**src/rtl/spell_mem_arbiter.sv**
```systemverilog
// Round-robin two-port arbiter/sequencer for the spell DFF memory select/data_ready port.
// One transaction per 7 cycles; optional BUSY timeout via SPELL_MEM_ARB_TIMEOUT_EN.
`timescale 1ns/1ps
module spell_mem_arbiter #(
    parameter int TIMEOUT_CYCLES = 16
) (
    input  logic       clock,
    input  logic       reset,
    input  logic       r0_valid,
    input  logic       r0_write,
    input  logic [1:0] r0_type,
    input  logic [7:0] r0_addr,
    input  logic [7:0] r0_wdata,
    output logic       r0_done,
    output logic [7:0] r0_rdata,
    output logic       r0_error,
    input  logic       r1_valid,
    input  logic       r1_write,
    input  logic [1:0] r1_type,
    input  logic [7:0] r1_addr,
    input  logic [7:0] r1_wdata,
    output logic       r1_done,
    output logic [7:0] r1_rdata,
    output logic       r1_error,
    output logic       mem_select,
    output logic [7:0] mem_addr,
    output logic [7:0] mem_data_in,
    output logic [1:0] mem_memory_type,
    output logic       mem_write,
    input  logic [7:0] mem_data_out,
    input  logic       mem_data_ready,
    output logic       busy,
    output logic       grant
);

    if (TIMEOUT_CYCLES < 1 || TIMEOUT_CYCLES > 255) begin : g_bad_timeout
        $error("TIMEOUT_CYCLES must be in 1..255");
    end

    typedef enum logic [1:0] {S_IDLE, S_BUSY, S_RELEASE} state_t;

    state_t state, state_nxt;
    logic   last_grant;
    logic   take, win, finish, tout;
    logic [7:0] cnt;

    always_ff @(posedge clock) begin
        if (reset) state <= S_IDLE;
        else       state <= state_nxt;
    end

    always_comb begin
        state_nxt = state;
        take      = 1'b0;
        win       = 1'b0;
        finish    = 1'b0;
        tout      = 1'b0;
        case (state)
            S_IDLE: begin
                if (r0_valid || r1_valid) begin
                    take      = 1'b1;
                    // contention goes to the port that did not win last time
                    win       = (r0_valid && r1_valid) ? ~last_grant : r1_valid;
                    state_nxt = S_BUSY;
                end
            end
            S_BUSY: begin
                if (mem_data_ready) begin
                    finish    = 1'b1;
                    state_nxt = S_RELEASE;
                end
`ifdef SPELL_MEM_ARB_TIMEOUT_EN
                else if (cnt == 8'(TIMEOUT_CYCLES - 1)) begin
                    tout      = 1'b1;
                    state_nxt = S_RELEASE;
                end
`endif
            end
            S_RELEASE: state_nxt = S_IDLE;
            default:   state_nxt = S_IDLE;
        endcase
    end

    always_ff @(posedge clock) begin
        if (reset) begin
            mem_select      <= 1'b0;
            mem_addr        <= 8'd0;
            mem_data_in     <= 8'd0;
            mem_memory_type <= 2'd0;
            mem_write       <= 1'b0;
            r0_done         <= 1'b0;
            r1_done         <= 1'b0;
            r0_rdata        <= 8'd0;
            r1_rdata        <= 8'd0;
            busy            <= 1'b0;
            grant           <= 1'b0;
            last_grant      <= 1'b1;
        end else begin
            r0_done <= 1'b0;
            r1_done <= 1'b0;
            if (take) begin
                mem_select      <= 1'b1;
                busy            <= 1'b1;
                grant           <= win;
                last_grant      <= win;
                mem_addr        <= win ? r1_addr  : r0_addr;
                mem_data_in     <= win ? r1_wdata : r0_wdata;
                mem_memory_type <= win ? r1_type  : r0_type;
                mem_write       <= win ? r1_write : r0_write;
            end
            if (finish || tout) begin
                mem_select <= 1'b0;
                if (grant) begin
                    r1_done  <= 1'b1;
                    r1_rdata <= (finish && !mem_write) ? mem_data_out : 8'd0;
                end else begin
                    r0_done  <= 1'b1;
                    r0_rdata <= (finish && !mem_write) ? mem_data_out : 8'd0;
                end
            end
            if (state == S_RELEASE) busy <= 1'b0;
        end
    end

`ifdef SPELL_MEM_ARB_TIMEOUT_EN
    always_ff @(posedge clock) begin
        if (reset) begin
            cnt      <= 8'd0;
            r0_error <= 1'b0;
            r1_error <= 1'b0;
        end else begin
            if (take)                 cnt <= 8'd0;
            else if (state == S_BUSY) cnt <= cnt + 8'd1;
            if (finish || tout) begin
                if (grant) r1_error <= tout;
                else       r0_error <= tout;
            end
        end
    end
`else
    assign cnt      = 8'd0;
    assign r0_error = 1'b0;
    assign r1_error = 1'b0;
`endif

endmodule

```
**config.mk**
```make
export PLATFORM = sky130hd
export DESIGN_NAME = spell_mem_arbiter
export DESIGN_NICKNAME = d
export VERILOG_FILES = /design/src/rtl/spell_mem_arbiter.sv
export SDC_FILE = /design/constraint.sdc
export NUM_CORES = 1
export LEC_CHECK = 0
export CORE_ASPECT_RATIO = 0.5
export CORE_MARGIN = 8
export CORE_UTILIZATION = 37
export CTS_CLUSTER_DIAMETER = 120
export DETAILED_ROUTE_END_ITERATION = 10
export GPL_ROUTABILITY_DRIVEN = 0
export GPL_TIMING_DRIVEN = 0
export PLACE_DENSITY = 0.86
export SLEW_MARGIN = 20
export SYNTH_ARGS = -nofsm -noshare
export SYNTH_HDL_FRONTEND = slang
export SYNTH_SLANG_ARGS = --single-unit
```
**constraint.sdc**
```tcl
create_clock -name clock -period 1.2 [get_ports clock]
set_input_delay 0.36 -clock clock [delete_from_list [all_inputs] [get_ports clock]]
set_output_delay 0.36 -clock clock [all_outputs]
set_load 0.01 [all_outputs]
```
-- Yosys cells after proc, flatten, opt, wreduce, memory -nomap -nowiden
Cells that the tools add are included.
- register bits after elaboration: 43
- bits of input ports: 51
- logic and storage cells: 48
- eq/ne operators: 4
- mux-type cells: 17
- bitwise gates (word level): 3
- reductions and logical operators: 11
- operators by type and width (operator ; number):
    8-bit two-way mux ; 3
    1-bit two-way mux ; 10
    2-bit two-way mux ; 3
    2-bit AND reduction ; 3
    2-bit OR reduction ; 3
    2-bit != test (second input constant) ; 2
    2-bit case mux with 2 select lines ; 1
    1-bit inverter ; 3
    2-bit by 1-bit == test with 1-bit output (second input constant) ; 1
    2-bit == test (second input constant) ; 1
    1-bit logical AND ; 2
    2-bit zero test ; 1
    1-bit zero test ; 1
    1-bit logical OR ; 1

-- Longest topological paths before layout
- depth after elaboration: 5
- depth in mapped cells: 6

-- Worst setup path before layout
OpenSTA, ideal clock, no wires.
- path type: reg-to-reg
- start: register state[0]
- end: register mem_memory_type[0]
- arrival: 1.103 ns
- data required time: 1.067 ns
- path slack: -0.036 ns
- cell stages (with the launch flop): 6
- path buffers: 2
- cells stage by stage: dfxtp_1 buf_6 a211o_4 buf_8 o21ai_0 a311oi_1
- longest elaborated chain between the ends: 3
- RTL lines (item ; line ; text):
    from (decl) ; 42 ; state_t state, state_nxt;
    from (signal assigned) ; 49 ; else state <= state_nxt;
    2-bit zero test * ; 58 ; case (state)
    1-bit two-way mux ; 58 ;
    2-bit two-way mux ; 108 ; mem_memory_type <= win ? r1_type : r0_type;
    to (signal assigned) ; 108 ;
    to (decl) ; 28 ; output logic [1:0] mem_memory_type,
Mark *: on every way between the ends. The rest lies on a longest branch, timed or not.
A chain may end at the register's enable or synchronous reset.

-- Final worst setup path
- start: register state[1]
- end: register mem_memory_type[1]
Same word-level chain as after synthesis.

==> reports/results.tsv <==
stage	metric	value	unit
grt	antenna_found_initial	0	
floorplanning	io_pins	93	
routing	drt-initial-drc-count	150	
timing	max_freq	753	MHz
yosys	syn-instance-count	217	
timing	layout_setup_ws	-0.129	ns
worst_setup_path	cp.arrival	1.48	ns
routing	post_drt_wl_per_cell	19.1	um
min_path	hp-start	r1_rdata[5]$_SDFFE_PP0P_	
clocking	clk_pin_slew	0.09	ns
placed_design	io_buffer_count	89	
worst_setup_path	cp.required	1.36	ns
layout	layout.nets	379	
timing	period_needed	1.33	ns
routing	post-route-drc-count	0	
timing	rsz0062_at_grt	yes	
yosys	ys.flop_type	dfxtp_1	
clocking	cts_tree	yes	
power	totalPowerFinal	3.67	mW
status	violations	setup timing	
yosys	synth_edf_count	0	
clocking	clk_root_buffer_cell	clkbuf_8	
grt	grt_first_pass_wirelength	11300	um
worst_setup_path	cpMaxStageDelayCell	dfxtp_4	
layout	drive_above_1_share	0.438	
grt	grt_overflow_total	0	
layout	finalNonFillerCells	399	
timing	maxSlewViolCount	0	
routing	ant_nets	0	
yosys	yosysWarnings	0	
worst_setup_path	worstSetupEndpointType	flip-flop	
worst_setup_path	regToRegSetupSlack	-0.13	ns
layout	area_delta_synth_final	61.0	%
timing	hold_viol	0	
clocking	htreeDepth	2	
floorplanning	dieHeight	67.4	um
status	status	finished with violations	
timing	finalCritPeriodShare	1.11	
worst_setup_path	reg2reg_from	state[1]$_SDFFE_PP0P_	
floorplanning	core_area	0.00500	mm2
yosys	async_reset_ff_frac	0	
worst_setup_path	worst-setup-path-type	flip-flop to flip-flop	
worst_setup_path	cp_cell_sequence	a211o_4, buf_12, o21ai_2, a311oi_2	
worst_setup_path	cp_max_fo	10	
timing	tightestPinTransition	0.625	ns
job	drv_cap	0	
routing	routed_wl	7640	um
clocking	clk_path_buf_depth	2	
routing	vias	2245	
floorplanning	dieWidth	119	um
power	ir_drop	526	uV
timing	finClkSkew	0.0143	ns
worst_setup_path	cpPeakStageDelay	0.39	ns
clocking	hold_buffers	0	
yosys	syn_avg_cell_area	8.99	um2
grt	grt.total_usage	0.172	
floorplanning	start_util	0.390	
power	leakage	1.25	nW
floorplanning	fp.dieArea	0.00800	mm2
worst_setup_path	cp_top_family	compound AO/OA/AOI/OAI gates	
timing	maxSlewHeadroom	0.583	
worst_setup_path	reg2regPathDepth	4	
placed_design	placed_cells	377	
timing	tns	-2.21	ns
timing	setup_viol	37	
power	powerDensity	1170	mW/mm2
min_path	hold_class	flip-flop to flip-flop	
yosys	synth_cell_types	33	
routing	avgViaCountPerCell	5.63	
layout	diodes	0	
clocking	cts_sinks	43	
yosys	ys_seq_area_frac	0.441	
floorplanning	row_count	18	
yosys	syn_area	0.00195	mm2
worst_setup_path	crit_buf_inv	1	
min_path	holdPathStages	2	
clocking	cts_inserted_buffers	5	
placed_design	dp_hpwl	5110	um
worst_setup_path	crit_start	state[1]$_SDFFE_PP0P_	
clocking	worstSkewPairLatency	0.30	ns
grt	grt_max_degree	14	
routing	drtPass1Iterations	4	
min_path	worstHoldEndpoint	r1_rdata[5]$_SDFFE_PP0P_	
worst_setup_path	startpoint_type	flip-flop	
worst_setup_path	worstReg2RegEnd	mem_memory_type[1]$_SDFFE_PP0P_	
grt	grt_pass1_vias	2356	
yosys	ys_ff_latch	43	
==> cells by family (layout without fill, tap and decap cells) <==
kind of cell	count (synthesis)	count (layout)	synth area share
buffers and inverters	26	136	0.0891
AND/OR/NAND/NOR	67	67	0.192
multiplexers	8	8	0.0410
other	1	2	0.00192
flip-flops	43	43	0.441
AO/OA/AOI/OAI	72	73	0.235
==> cell usage after synthesis, drive strengths merged (2+ instances only) <==
cell    count  share of area
a21oi      28          0.072
inv         3         0.0058
nor2       12          0.031
nand3       2         0.0051
dfxtp      43           0.44
nor2b       8          0.026
buf        14          0.065
o21ai      21          0.054
or2         2         0.0077
nand2      17          0.033
mux2i       8          0.041
clkbuf      9          0.018
a311oi     19          0.085
nand4      19          0.061
==> layout by cell type (no fill, tap or decap), types with 9 or more instances in the layout <==
cell type        count
clkdlybuf4s50_1     46
buf_2               41
dfxtp_2             21
nand4_1             19
dfxtp_1             18
nand2_1             16
a21oi_1             15
buf_4               14
a21oi_2             12
a311oi_1            12
buf_6               10
nor2_1               9
==> worst max path at each step <==
stage                     depth (start not counted)                              end
after floorplan                                   4  mem_memory_type[0]$_SDFFE_PP0P_
after global placement                            5         mem_addr[2]$_SDFFE_PP0P_
after detailed placement                          5         mem_addr[0]$_SDFFE_PP0P_
after CTS                                         5         mem_addr[5]$_SDFFE_PP0P_
after global routing                              4  mem_memory_type[1]$_SDFFE_PP0P_
final                                             4  mem_memory_type[1]$_SDFFE_PP0P_
==> registers in the layout, summed over array words and instances (netlist names) <==
signal / flops
mem_addr: 8
last_grant: 1
mem_memory_type: 2
r1_rdata: 8
mem_write: 1
r0_rdata: 8
busy: 1
r1_done: 1
mem_select: 1
grant: 1
state: 2
mem_data_in: 8
r0_done: 1
==> worst reg2reg max path, stage by stage (launching register included) <==
cell	delay, ns
dfxtp_4	0.39
a211o_4	0.36
buf_12	0.16
o21ai_2	0.15
a311oi_2	0.12
==> power breakdown <==
part           leakage (nW)  switching (mW)  total, mW  internal (mW)
Clock                0.0412           0.512      0.919          0.407
Sequential            0.364          0.0864       1.63           1.55
Combinational         0.843           0.563       1.12          0.553
Total                  1.25            1.16       3.67           2.51
==> what timing repair did <==
action,CTS,global route
setup endpoints to repair,80,42
pin swaps,9,16
setup buffers,9,2
gates resized for setup,208,46
hold endpoints to repair,0,0
cloned,4,0
==> metal layers <==
metal / routed length, um / vias to the layer above / track usage / share of wire
li1: - / 1035 / - / -
met1: 2910 / 1087 / 0.184 / 0.38
met2: 4030 / 98 / 0.333 / 0.53
met3: 451 / 25 / 0.0374 / 0.059
met4: 246 / 0 / 0.0733 / 0.032
met5: 0 / - / 0 / 0
==> stage by stage <==
step / instance area, um2 / hold slack (ns) / util / setup slack, ns
global placement: 2940 / 0.448 / 0.587 / -0.588
floorplan: 1960 / 0.481 / - / 0.00410
detailed placement: 2940 / 0.454 / 0.587 / -0.728
CTS: 3010 / 0.459 / 0.601 / -0.0704
global route: 3140 / 0.476 / 0.629 / -0.164
finish: 3140 / 0.460 / 0.629 / -0.129
==> cell type report <==
class / instances / area, um2
Buffer: 22 / 189
Clock inverter: 2 / 12.5
Inverter: 3 / 11.3
Tap cell: 70 / 87.6
Timing Repair Buffer: 103 / 793
Clock buffer: 6 / 72.6
Sequential cell: 43 / 902
Fill cell: 433 / 1860
Multi-Input combinational cell: 150 / 1070
(Power assumes the default switching activity.)
